==> src/rtl/ibram_rd_controller.sv <==
// Per-bank read sequencer: streams one ping/pong input-BRAM buffer out as
// READ_WIDTH activation elements on a valid/ready stream, then releases it.
module ibram_rd_controller #(
    parameter int NUM_BANKS   = 16,
    parameter int WRITE_WIDTH = 128,
    parameter int WRITE_DEPTH = 128,
    parameter int READ_WIDTH  = 8,
    parameter int READ_DEPTH  = WRITE_WIDTH * WRITE_DEPTH / READ_WIDTH,
    localparam int R  = WRITE_WIDTH / READ_WIDTH,
    localparam int AW = $clog2(WRITE_DEPTH),
    localparam int RW = $clog2(READ_DEPTH)
) (
    input  logic                             clk,
    input  logic                             rst_n,
    input  logic [NUM_BANKS*(AW+1)-1:0]      write_addr_pingpong_data,
    input  logic [NUM_BANKS-1:0]             write_addr_pingpong_valid,
    output logic [NUM_BANKS-1:0]             write_addr_pingpong_ready,
    output logic [NUM_BANKS*(RW+1)-1:0]      addrB_ping_pong,
    output logic [NUM_BANKS-1:0]             enaB,
    output logic [NUM_BANKS-1:0]             weB,
    input  logic [NUM_BANKS*READ_WIDTH-1:0]  doB,
    output logic [NUM_BANKS*READ_WIDTH-1:0]  act_data,
    output logic [NUM_BANKS-1:0]             act_valid,
    output logic [NUM_BANKS-1:0]             act_last,
    input  logic [NUM_BANKS-1:0]             act_ready,
    output logic [NUM_BANKS-1:0]             buf_release,
    output logic [NUM_BANKS-1:0]             buf_release_sel
);

    localparam int                FULL_TOTAL = WRITE_DEPTH * R;
    localparam logic [RW:0]       TOTAL_MAX  = (RW+1)'(FULL_TOTAL);
    localparam logic [RW:0]       R_ELEMS    = (RW+1)'(R);
    localparam logic [RW:0]       ONE        = (RW+1)'(1);

    typedef enum logic [1:0] {IDLE, READ, DRAIN} state_t;

    // Keeps ready low while in reset and for the partial cycle after deassertion.
    logic rdy_en;

    always_ff @(posedge clk or negedge rst_n) begin
        if (!rst_n) rdy_en <= 1'b0;
        else        rdy_en <= 1'b1;
    end

    assign weB = '0;

    for (genvar b = 0; b < NUM_BANKS; b++) begin : g_bank
        state_t                 state, state_nxt;
        logic                   sel_q;
        logic [RW:0]            total_q;
        logic [RW:0]            idx_q;
        logic                   infl_q;
        logic                   infl_last_q;
        logic [READ_WIDTH-1:0]  fifo_data [4];
        logic [3:0]             fifo_last;
        logic [1:0]             wr_ptr;
        logic [1:0]             rd_ptr;
        logic [2:0]             cnt;
        logic                   desc_sel;
        logic [AW-1:0]          desc_cnt;
        logic [RW:0]            desc_total;
        logic [2:0]             pending;
        logic                   is_last;
        logic                   drained;
        logic                   ready;
        logic                   accept;
        logic                   issue;
        logic                   release_now;
        logic                   push;
        logic                   pop;

        assign desc_sel   = write_addr_pingpong_data[b*(AW+1)];
        assign desc_cnt   = write_addr_pingpong_data[b*(AW+1)+1 +: AW];
        assign desc_total = (desc_cnt == '0) ? TOTAL_MAX : (RW+1)'(desc_cnt) * R_ELEMS;

        // Pending counts buffered elements plus the read whose data arrives next cycle.
        assign pending = cnt + 3'(infl_q);
        assign is_last = (idx_q == total_q - ONE);
        assign drained = (cnt == 3'd0) && !infl_q;
        assign push    = infl_q;
        assign pop     = (cnt != 3'd0) && act_ready[b];
        assign accept  = ready && write_addr_pingpong_valid[b];

        always_ff @(posedge clk or negedge rst_n) begin
            if (!rst_n) state <= IDLE;
            else        state <= state_nxt;
        end

        // A drained buffer is released and a new descriptor may be taken in the same cycle.
        always_comb begin
            state_nxt   = state;
            ready       = 1'b0;
            issue       = 1'b0;
            release_now = 1'b0;
            case (state)
                IDLE: begin
                    ready = rdy_en;
                    if (accept) state_nxt = READ;
                end
                READ: begin
                    issue = (pending < 3'd4);
                    if (issue && is_last) state_nxt = DRAIN;
                end
                DRAIN: begin
                    if (drained) begin
                        release_now = 1'b1;
                        ready       = rdy_en;
                        state_nxt   = accept ? READ : IDLE;
                    end
                end
                default: state_nxt = IDLE;
            endcase
        end

        always_ff @(posedge clk or negedge rst_n) begin
            if (!rst_n) begin
                sel_q       <= 1'b0;
                total_q     <= '0;
                idx_q       <= '0;
                infl_q      <= 1'b0;
                infl_last_q <= 1'b0;
            end else begin
                if (accept) begin
                    sel_q   <= desc_sel;
                    total_q <= desc_total;
                    idx_q   <= '0;
                end else if (issue && !is_last) begin
                    idx_q <= idx_q + ONE;
                end
                infl_q      <= issue;
                infl_last_q <= issue && is_last;
            end
        end

        always_ff @(posedge clk or negedge rst_n) begin
            if (!rst_n) begin
                wr_ptr    <= '0;
                rd_ptr    <= '0;
                cnt       <= '0;
                fifo_last <= '0;
            end else begin
                if (push) begin
                    fifo_last[wr_ptr] <= infl_last_q;
                    wr_ptr            <= wr_ptr + 2'd1;
                end
                if (pop) rd_ptr <= rd_ptr + 2'd1;
                case ({push, pop})
                    2'b10:   cnt <= cnt + 3'd1;
                    2'b01:   cnt <= cnt - 3'd1;
                    default: cnt <= cnt;
                endcase
            end
        end

        // Storage needs no reset: every output read from it is gated by the occupancy count.
        always_ff @(posedge clk) begin
            if (push) fifo_data[wr_ptr] <= doB[b*READ_WIDTH +: READ_WIDTH];
        end

        assign write_addr_pingpong_ready[b]         = ready;
        assign enaB[b]                              = issue;
        assign addrB_ping_pong[b*(RW+1) +: (RW+1)]  = issue ? {sel_q, idx_q[RW-1:0]} : '0;
        assign act_valid[b]                         = (cnt != 3'd0);
        assign act_last[b]                          = (cnt != 3'd0) && fifo_last[rd_ptr];
        assign act_data[b*READ_WIDTH +: READ_WIDTH] = (cnt != 3'd0) ? fifo_data[rd_ptr] : '0;
        assign buf_release[b]                       = release_now;
        assign buf_release_sel[b]                   = release_now && sel_q;
    end

endmodule

==> config.mk <==
export PLATFORM = sky130hd
export DESIGN_NAME = ibram_rd_controller
export DESIGN_NICKNAME = d
export VERILOG_FILES = /design/src/rtl/ibram_rd_controller.sv
export SDC_FILE = /design/constraint.sdc
export NUM_CORES = 2
export LEC_CHECK = 0
export CORE_ASPECT_RATIO = 0.5
export CORE_MARGIN = 4
export CORE_UTILIZATION = 40
export CTS_CLUSTER_DIAMETER = 80
export DETAILED_ROUTE_END_ITERATION = 7
export DONT_BUFFER_PORTS = 1
export GPL_TIMING_DRIVEN = 0
export SYNTH_ARGS = -nofsm -noshare
export SYNTH_HDL_FRONTEND = slang
export SYNTH_SLANG_ARGS = --single-unit
==> constraint.sdc <==
create_clock -name clk -period 4 [get_ports clk]
set_clock_uncertainty 0.2 [all_clocks]
set_input_delay 0.4 -clock clk [delete_from_list [all_inputs] [get_ports clk]]
set_output_delay 0.4 -clock clk [all_outputs]
set_load 0.01 [all_outputs]
**Word-level counts from Yosys, hierarchy flattened**

Memory sizes are Yosys's and may differ from the RTL's.
Cells that the tools add are included.

- Flip-flop bits (word level): 641
- Bits in writable memories: 512
- Input port bits: 290
- Output and inout port bits: 432
- Logic and storage cells: 1137
- Memories kept: 16

- $add $sub $neg: 112
- Magnitude comparators: 64
- Equality and inequality tests: 128
- Multiplexer cells: 368
- Reductions and logical operators: 288

Memory list:

| memory | depth | bits a word | read ports | clocked after Yosys merged registers in | wr ports | RTL line | source |
|---|---|---|---|---|---|---|---|
| g_bank[0].fifo_data | 4 | 8 | 1 | 0 | 1 | 54 | `logic [READ_WIDTH-1:0] fifo_data [4];` |
| g_bank[10].fifo_data | 4 | 8 | 1 | 0 | 1 | 54 |  |
| g_bank[11].fifo_data | 4 | 8 | 1 | 0 | 1 | 54 |  |
| g_bank[12].fifo_data | 4 | 8 | 1 | 0 | 1 | 54 |  |
| g_bank[13].fifo_data | 4 | 8 | 1 | 0 | 1 | 54 |  |
| g_bank[14].fifo_data | 4 | 8 | 1 | 0 | 1 | 54 |  |
| 10 more memories | - | - | - | - | - | - |  |

Operators with widths:

| cell | count |
|---|---|
| $mux W12 | 64 |
| $add A12 B1 Y12 const B | 16 |
| $eq A12 B12 Y1 | 16 |
| $sub A12 B1 Y12 const B | 16 |
| $logic_and A1 B1 Y1 | 144 |
| $mux W1 | 144 |
| $mux W8 | 16 |
| $logic_not A7 Y1 | 16 |
| $lt A2 B3 Y1 const B | 32 |
| $mux W2 | 48 |
| $ne A2 B2 Y1 const B | 48 |
| $pmux W2 S3 | 16 |
| $pmux W3 S2 | 16 |
| $add A2 B1 Y2 const B | 32 |
| $bwmux W4 | 16 |
| $eq A2 B1 Y1 const B | 32 |
| $eq A2 B2 Y1 const B | 32 |
| $reduce_bool A2 Y1 | 32 |
| $add A3 B1 Y3 | 16 |
| $add A3 B1 Y3 const B | 16 |
| $logic_not A3 Y1 | 16 |
| $lt A3 B3 Y1 const B | 16 |
| $reduce_and A3 Y1 | 16 |
| $reduce_bool A3 Y1 | 16 |
| other kinds (7) | 128 |

**Longest topological paths before layout**

- Depth after elaboration: 8
- Gate-level depth with buffers: 12
- Mapped depth without buffers: 9

**Worst setup path after synthesis**

Ideal clock, no wire load.

- Path type: flip-flop to flip-flop
- Start: register g_bank[12].total_q[6]
- End: register g_bank[12].idx_q[8]
- Library setup time: 0.079 ns
- Arrival: 2.597 ns
- Required time: 3.721 ns
- Slack: 1.124 ns
- Stages on the path, launching flop included: 8
- Path buffers: 0
- Period minus slack after synthesis: 2.876 ns
- Path through: dfrtp_1 > or3_4 > or4b_1 > a2111o_1 > a2111oi_4 > nor3_4 > nand4_1 > mux2i_1

- Longest elaborated chain between the ends: 5

Ends and longest elaborated chain:

| element | RTL line | source |
|---|---|---|
| from (decl) | 50 | `logic [RW:0] total_q;` |
| from (signal assigned) | 125 | `total_q <= desc_total;` |
| $sub A12 B1 Y12 | 78 | `assign is_last = (idx_q == total_q - ONE);` |
| $eq A12 B12 Y1 | 78 |  |
| $logic_not A1 Y1 | 127 | `end else if (issue && !is_last) begin` |
| $logic_and A1 B1 Y1 | 127 |  |
| $reduce_bool A2 Y1 (no source line) | - |  |
| to (signal assigned) | 128 | `idx_q <= idx_q + ONE;` |
| to (decl) | 51 | `logic [RW:0] idx_q;` |

No other way between the ends.
A chain may end at the register's enable or synchronous reset.

**Worst setup path in the final report**

- Start: register rdy_en
- End: register g_bank[6].total_q[9]

- Longest elaborated chain between the ends: 3

Ends and longest elaborated chain:

| element | RTL line | source |
|---|---|---|
| from (decl) | 38 | `logic rdy_en;` |
| from (signal assigned) | 41 | `if (!rst_n) rdy_en <= 1'b0;` |
| from (signal assigned) | 42 | `else rdy_en <= 1'b1;` |
| $mux W1 | 105 | `if (drained) begin` |
| $pmux W1 S2 * | 95 | `case (state)` |
| named net g_bank[6].ready | 65 | `logic ready;` |
| $logic_and A1 B1 Y1 * | 82 | `assign accept = ready && write_addr_pingpong_valid[b];` |
| to (signal assigned) | 125 |  |
| to (decl) | 50 |  |

Mark *: on every way through the listed nets, which the timed path passes. The rest lies on a longest branch.

==> flow_metrics.env <==
export IMPL_finalSetupViolations=0
export IMPL_dpl_cell_area_mm2=0.05480
export IMPL_cts_made_buffers=103
export IMPL_crit_chain="clkbuf_4, and3b_1, and2_1, clkbuf_1, nand2_1, dlygate4sd3_1, nand2_1, dlygate4sd3_1"
export IMPL_die_width_um=520.6
export IMPL_synthDistinctLibCells=77
export IMPL_synth_ff_type="dfrtp_1"
export IMPL_die_area_mm2=0.1376
export IMPL_min_path_type="in -> async"
export IMPL_clk_latency_ns=0.70
export IMPL_synthArstFlopShare=0.5298
export IMPL_portBuffers=0
export IMPL_crit_buf_inv=4
export IMPL_min_period_ns=3.715
export IMPL_avgRoutedWirePerCell_um=19.88
export IMPL_crit_path_end_kind="register"
export IMPL_crit_family="buffers and inverters"
export IMPL_n_fill_cell=11444
export IMPL_worst_pin_slew_ns=1.295
export IMPL_finalMaxSlewViolations=0
export IMPL_synth_compound_area_frac=0.04841
export IMPL_max_freq_mhz=269.2
export IMPL_syn_instance_count=4305
export IMPL_worst_path_max_delay_cell="dfrtp_2"
export IMPL_synthAdderAreaFrac=0.03277
export IMPL_critPathKind="reg -> reg"
export IMPL_ys_ff_latch=1089
export IMPL_finalNetCount=5207
export IMPL_htreeDepth=3
export IMPL_power_density_mw_per_mm2=726.3
export IMPL_pin_count=722
export IMPL_grt_pass1_wl_mm=206.8
export IMPL_antenna_found_initial=7
export IMPL_cts_num_sinks=1089
export IMPL_rows=93
export IMPL_cts_tree="built"
export IMPL_start_kind="register"
export IMPL_syn_to_final_growth_pct=18.27
export IMPL_dp_hpwl_mm=93.81
export IMPL_path_max_fanout=10
export IMPL_ir_worst_vdd_v=0.0004753
export IMPL_synth_area_mm2=0.05254
export IMPL_ctsLongestPathBuffers=3
export IMPL_vias=34622
export IMPL_clkTransAtPathRegs_ns=0.07
export IMPL_crit_required_ns=4.43
export IMPL_die_y_um=264.3
export IMPL_synth_top_family_by_area="simple AND/OR/NAND/NOR gates"
export IMPL_grt_use_total=0.1886
export IMPL_final_antenna_net_count=0
export IMPL_dr_pass1_iters=5
export IMPL_relSlewSlack=0.1365
export IMPL_status="finished clean"
export IMPL_crit_arrival_ns=4.15
export IMPL_ys_seq_area_frac=0.5674
export IMPL_grt_pass1_vias=35812
export IMPL_cpPeakStageDelay_ns=0.74
export IMPL_r2r_start="rdy_en$_DFF_PN0_"
export IMPL_yosys_warnings=0
export IMPL_layout_drive_gt1_share=0.1082
export IMPL_grt_max_degree=578
export IMPL_multi_input_area_mm2=0.02101
export IMPL_synthSimpleGateAreaFrac=0.1716
export IMPL_hold_viol_final=0
export IMPL_post_route_period_util=0.9287
export IMPL_synth_edff_count=512
export IMPL_hold_ws_ns=0.04890
export IMPL_drc=0
export IMPL_design_area_mm2=0.06214
export IMPL_gp_congestion=0.8568
export IMPL_root_buffer="clkbuf_16"
export IMPL_core_mm2=0.1295
export IMPL_startpoint="rdy_en$_DFF_PN0_"
export IMPL_overflow=0
export IMPL_wl_mm=132.0
export IMPL_rsz0062_at_grt="no"
export IMPL_avgSynthCellArea_um2=12.20
export IMPL_via_per_inst=5.213
export IMPL_drt_iter0_markers=1930
export IMPL_post_cts_buffers=0
export IMPL_synthMuxAreaShare=0.09664
export IMPL_drv_cap=0
export IMPL_p_leak_nw=24.71
export IMPL_seqCellArea_mm2=0.02981
export IMPL_synth_xor_area_frac=0.04917
export IMPL_initial_core_util=0.4057
kinds of logic after synthesis:
kind of cell | Yosys count
buffers and inverters | 408
multiplexers | 313
AND/OR/NAND/NOR | 1670
flip-flops | 1089
other | 2
adder cells (fa/ha/maj) | 128
AO/OA/AOI/OAI | 400
XOR/XNOR | 295
synthesized netlist by cell type (12+ instances only):
master      n  area, µm²
o31ai_1    28      210.2
nand3_1   100      500.5
and2_1    448       2803
o211ai_1   32      240.2
and3b_1    20      175.2
nor2_1    135      506.7
nand4b_1   13      113.9
xnor2_1   180       1577
o21ai_0   168      840.8
buf_1      17      63.81
nor2b_1    38      237.7
nand2b_1   66      412.9
mux2_2    114       1284
clkbuf_1  158      593.1
edfxtp_1  512      15370
fa_1       16      320.3
dfrtp_1   577      14440
xor2_1    115       1007
buf_4      64      480.5
a21oi_1    62      310.3
nand4_1    54      337.8
or3_1      60      375.4
nor3_1     76      380.4
mux2i_1    55      550.5
nor3b_1    28      210.2
a31oi_1    14      87.58
nand3b_1   15      112.6
a21boi_0   12      90.09
nand2_1   450       1689
nor4_1     59      369.1
and3_1     55      344.1
mux4_2    144       3243
ha_1      112       1401
or4_1      18      135.1
inv_1     164      615.6
worst paths after layout:
| kind | to | slack [ns] | cells after the start |
|---|---|---|---|
| max | g_bank[6].total_q[9]$_DFFE_PN0N_ | 0.29 | 8 |
| min | g_bank[12].total_q[8]$_DFFE_PN0N_ | 0.05 | 3 |
| max reg2reg | g_bank[6].total_q[9]$_DFFE_PN0N_ | 0.29 | 8 |
| min reg2reg | g_bank[4].total_q[11]$_DFFE_PN0N_ | 0.29 | 2 |
| max in group asynchronous | g_bank[2].fifo_last[1]$_DFFE_PN0P_ | 1.04 | 5 |
| min in group clk | g_bank[15].total_q[5]$_DFFE_PN0N_ | 0.06 | 3 |
tightest hold or removal path: stages:
cell	delay, ns
dlygate4sd3_1	0.57
buf_12	0.13
buf_12	0.19
per-stage QoR:
step | instances | utilization | setup TNS [ns] | worst slack (ns) | power [mW]
5_1_grt | 6639 | 0.4798 | 0 | 0.05325 | 48.13
3_5_place_dp | 6077 | 0.4231 | 0 | 0.1218 | 34.58
6_report | 6641 | 0.4798 | 0 | 0.2850 | 45.13
4_1_cts | 6631 | 0.4787 | 0 | 0.05257 | 45.64
3_3_place_gp | 6077 | 0.4231 | -17.86 | -0.4182 | 34.02
2_1_floorplan | 4320 | - | 0 | 1.124 | 29.77
final cells by class:
class,count,area share
flip-flops and latches,1089,0.4798
multi-input cells,2823,0.3381
repair buffers,364,0.05980
clock buffers,123,0.04349
well taps,1757,0.03538
plain buffers,244,0.01877
clock inverters,73,0.01458
inverters,164,0.009906
diodes,4,0.0001611
flip-flops by register name, summed over array words and instances (netlist names):
signal and cells:
g_bank.fifo_data 512, g_bank.idx_q 192, g_bank.total_q 128, g_bank.fifo_last 64, g_bank.cnt 48, g_bank.rd_ptr 32
g_bank.state 32, g_bank.wr_ptr 32, g_bank.infl_last_q 16, g_bank.infl_q 16, g_bank.sel_q 16, rdy_en 1
layout by cell type, fill, tap and decap left out, types with 76 or more instances in the layout:
| cell type | count |
|---|---|
| nor2_1 | 135 |
| ha_1 | 112 |
| clkbuf_1 | 172 |
| nand3_1 | 100 |
| edfxtp_1 | 512 |
| and2_1 | 448 |
| inv_1 | 164 |
| xnor2_1 | 180 |
| o21ai_0 | 168 |
| dlygate4sd3_1 | 359 |
| nor3_1 | 76 |
| xor2_1 | 115 |
| mux2_2 | 114 |
| dfrtp_1 | 576 |
| nand2_1 | 450 |
| mux4_2 | 144 |
| clkbuf_16 | 103 |
layer usage:
metal	track usage	routed length, µm
met5	0	34
met1	0.2230	51610
met2	0.3431	69780
met4	0.06787	4993
met3	0.03419	5576
power by group:
| group | total [mW] | switching (mW) | internal [mW] |
|---|---|---|---|
| Sequential | 17.5 | 2.40 | 15.1 |
| Combinational | 17.1 | 10.3 | 6.81 |
| Clock | 10.5 | 4.53 | 5.99 |
| Total | 45.1 | 17.2 | 27.9 |
timing repair:
item	CTS	global route
resized for setup	1	3
hold buffers	358	3
hold endpoints to repair	1374	268
setup endpoints to repair	2	21
Note: power is estimated with default switching activity, not from simulation.
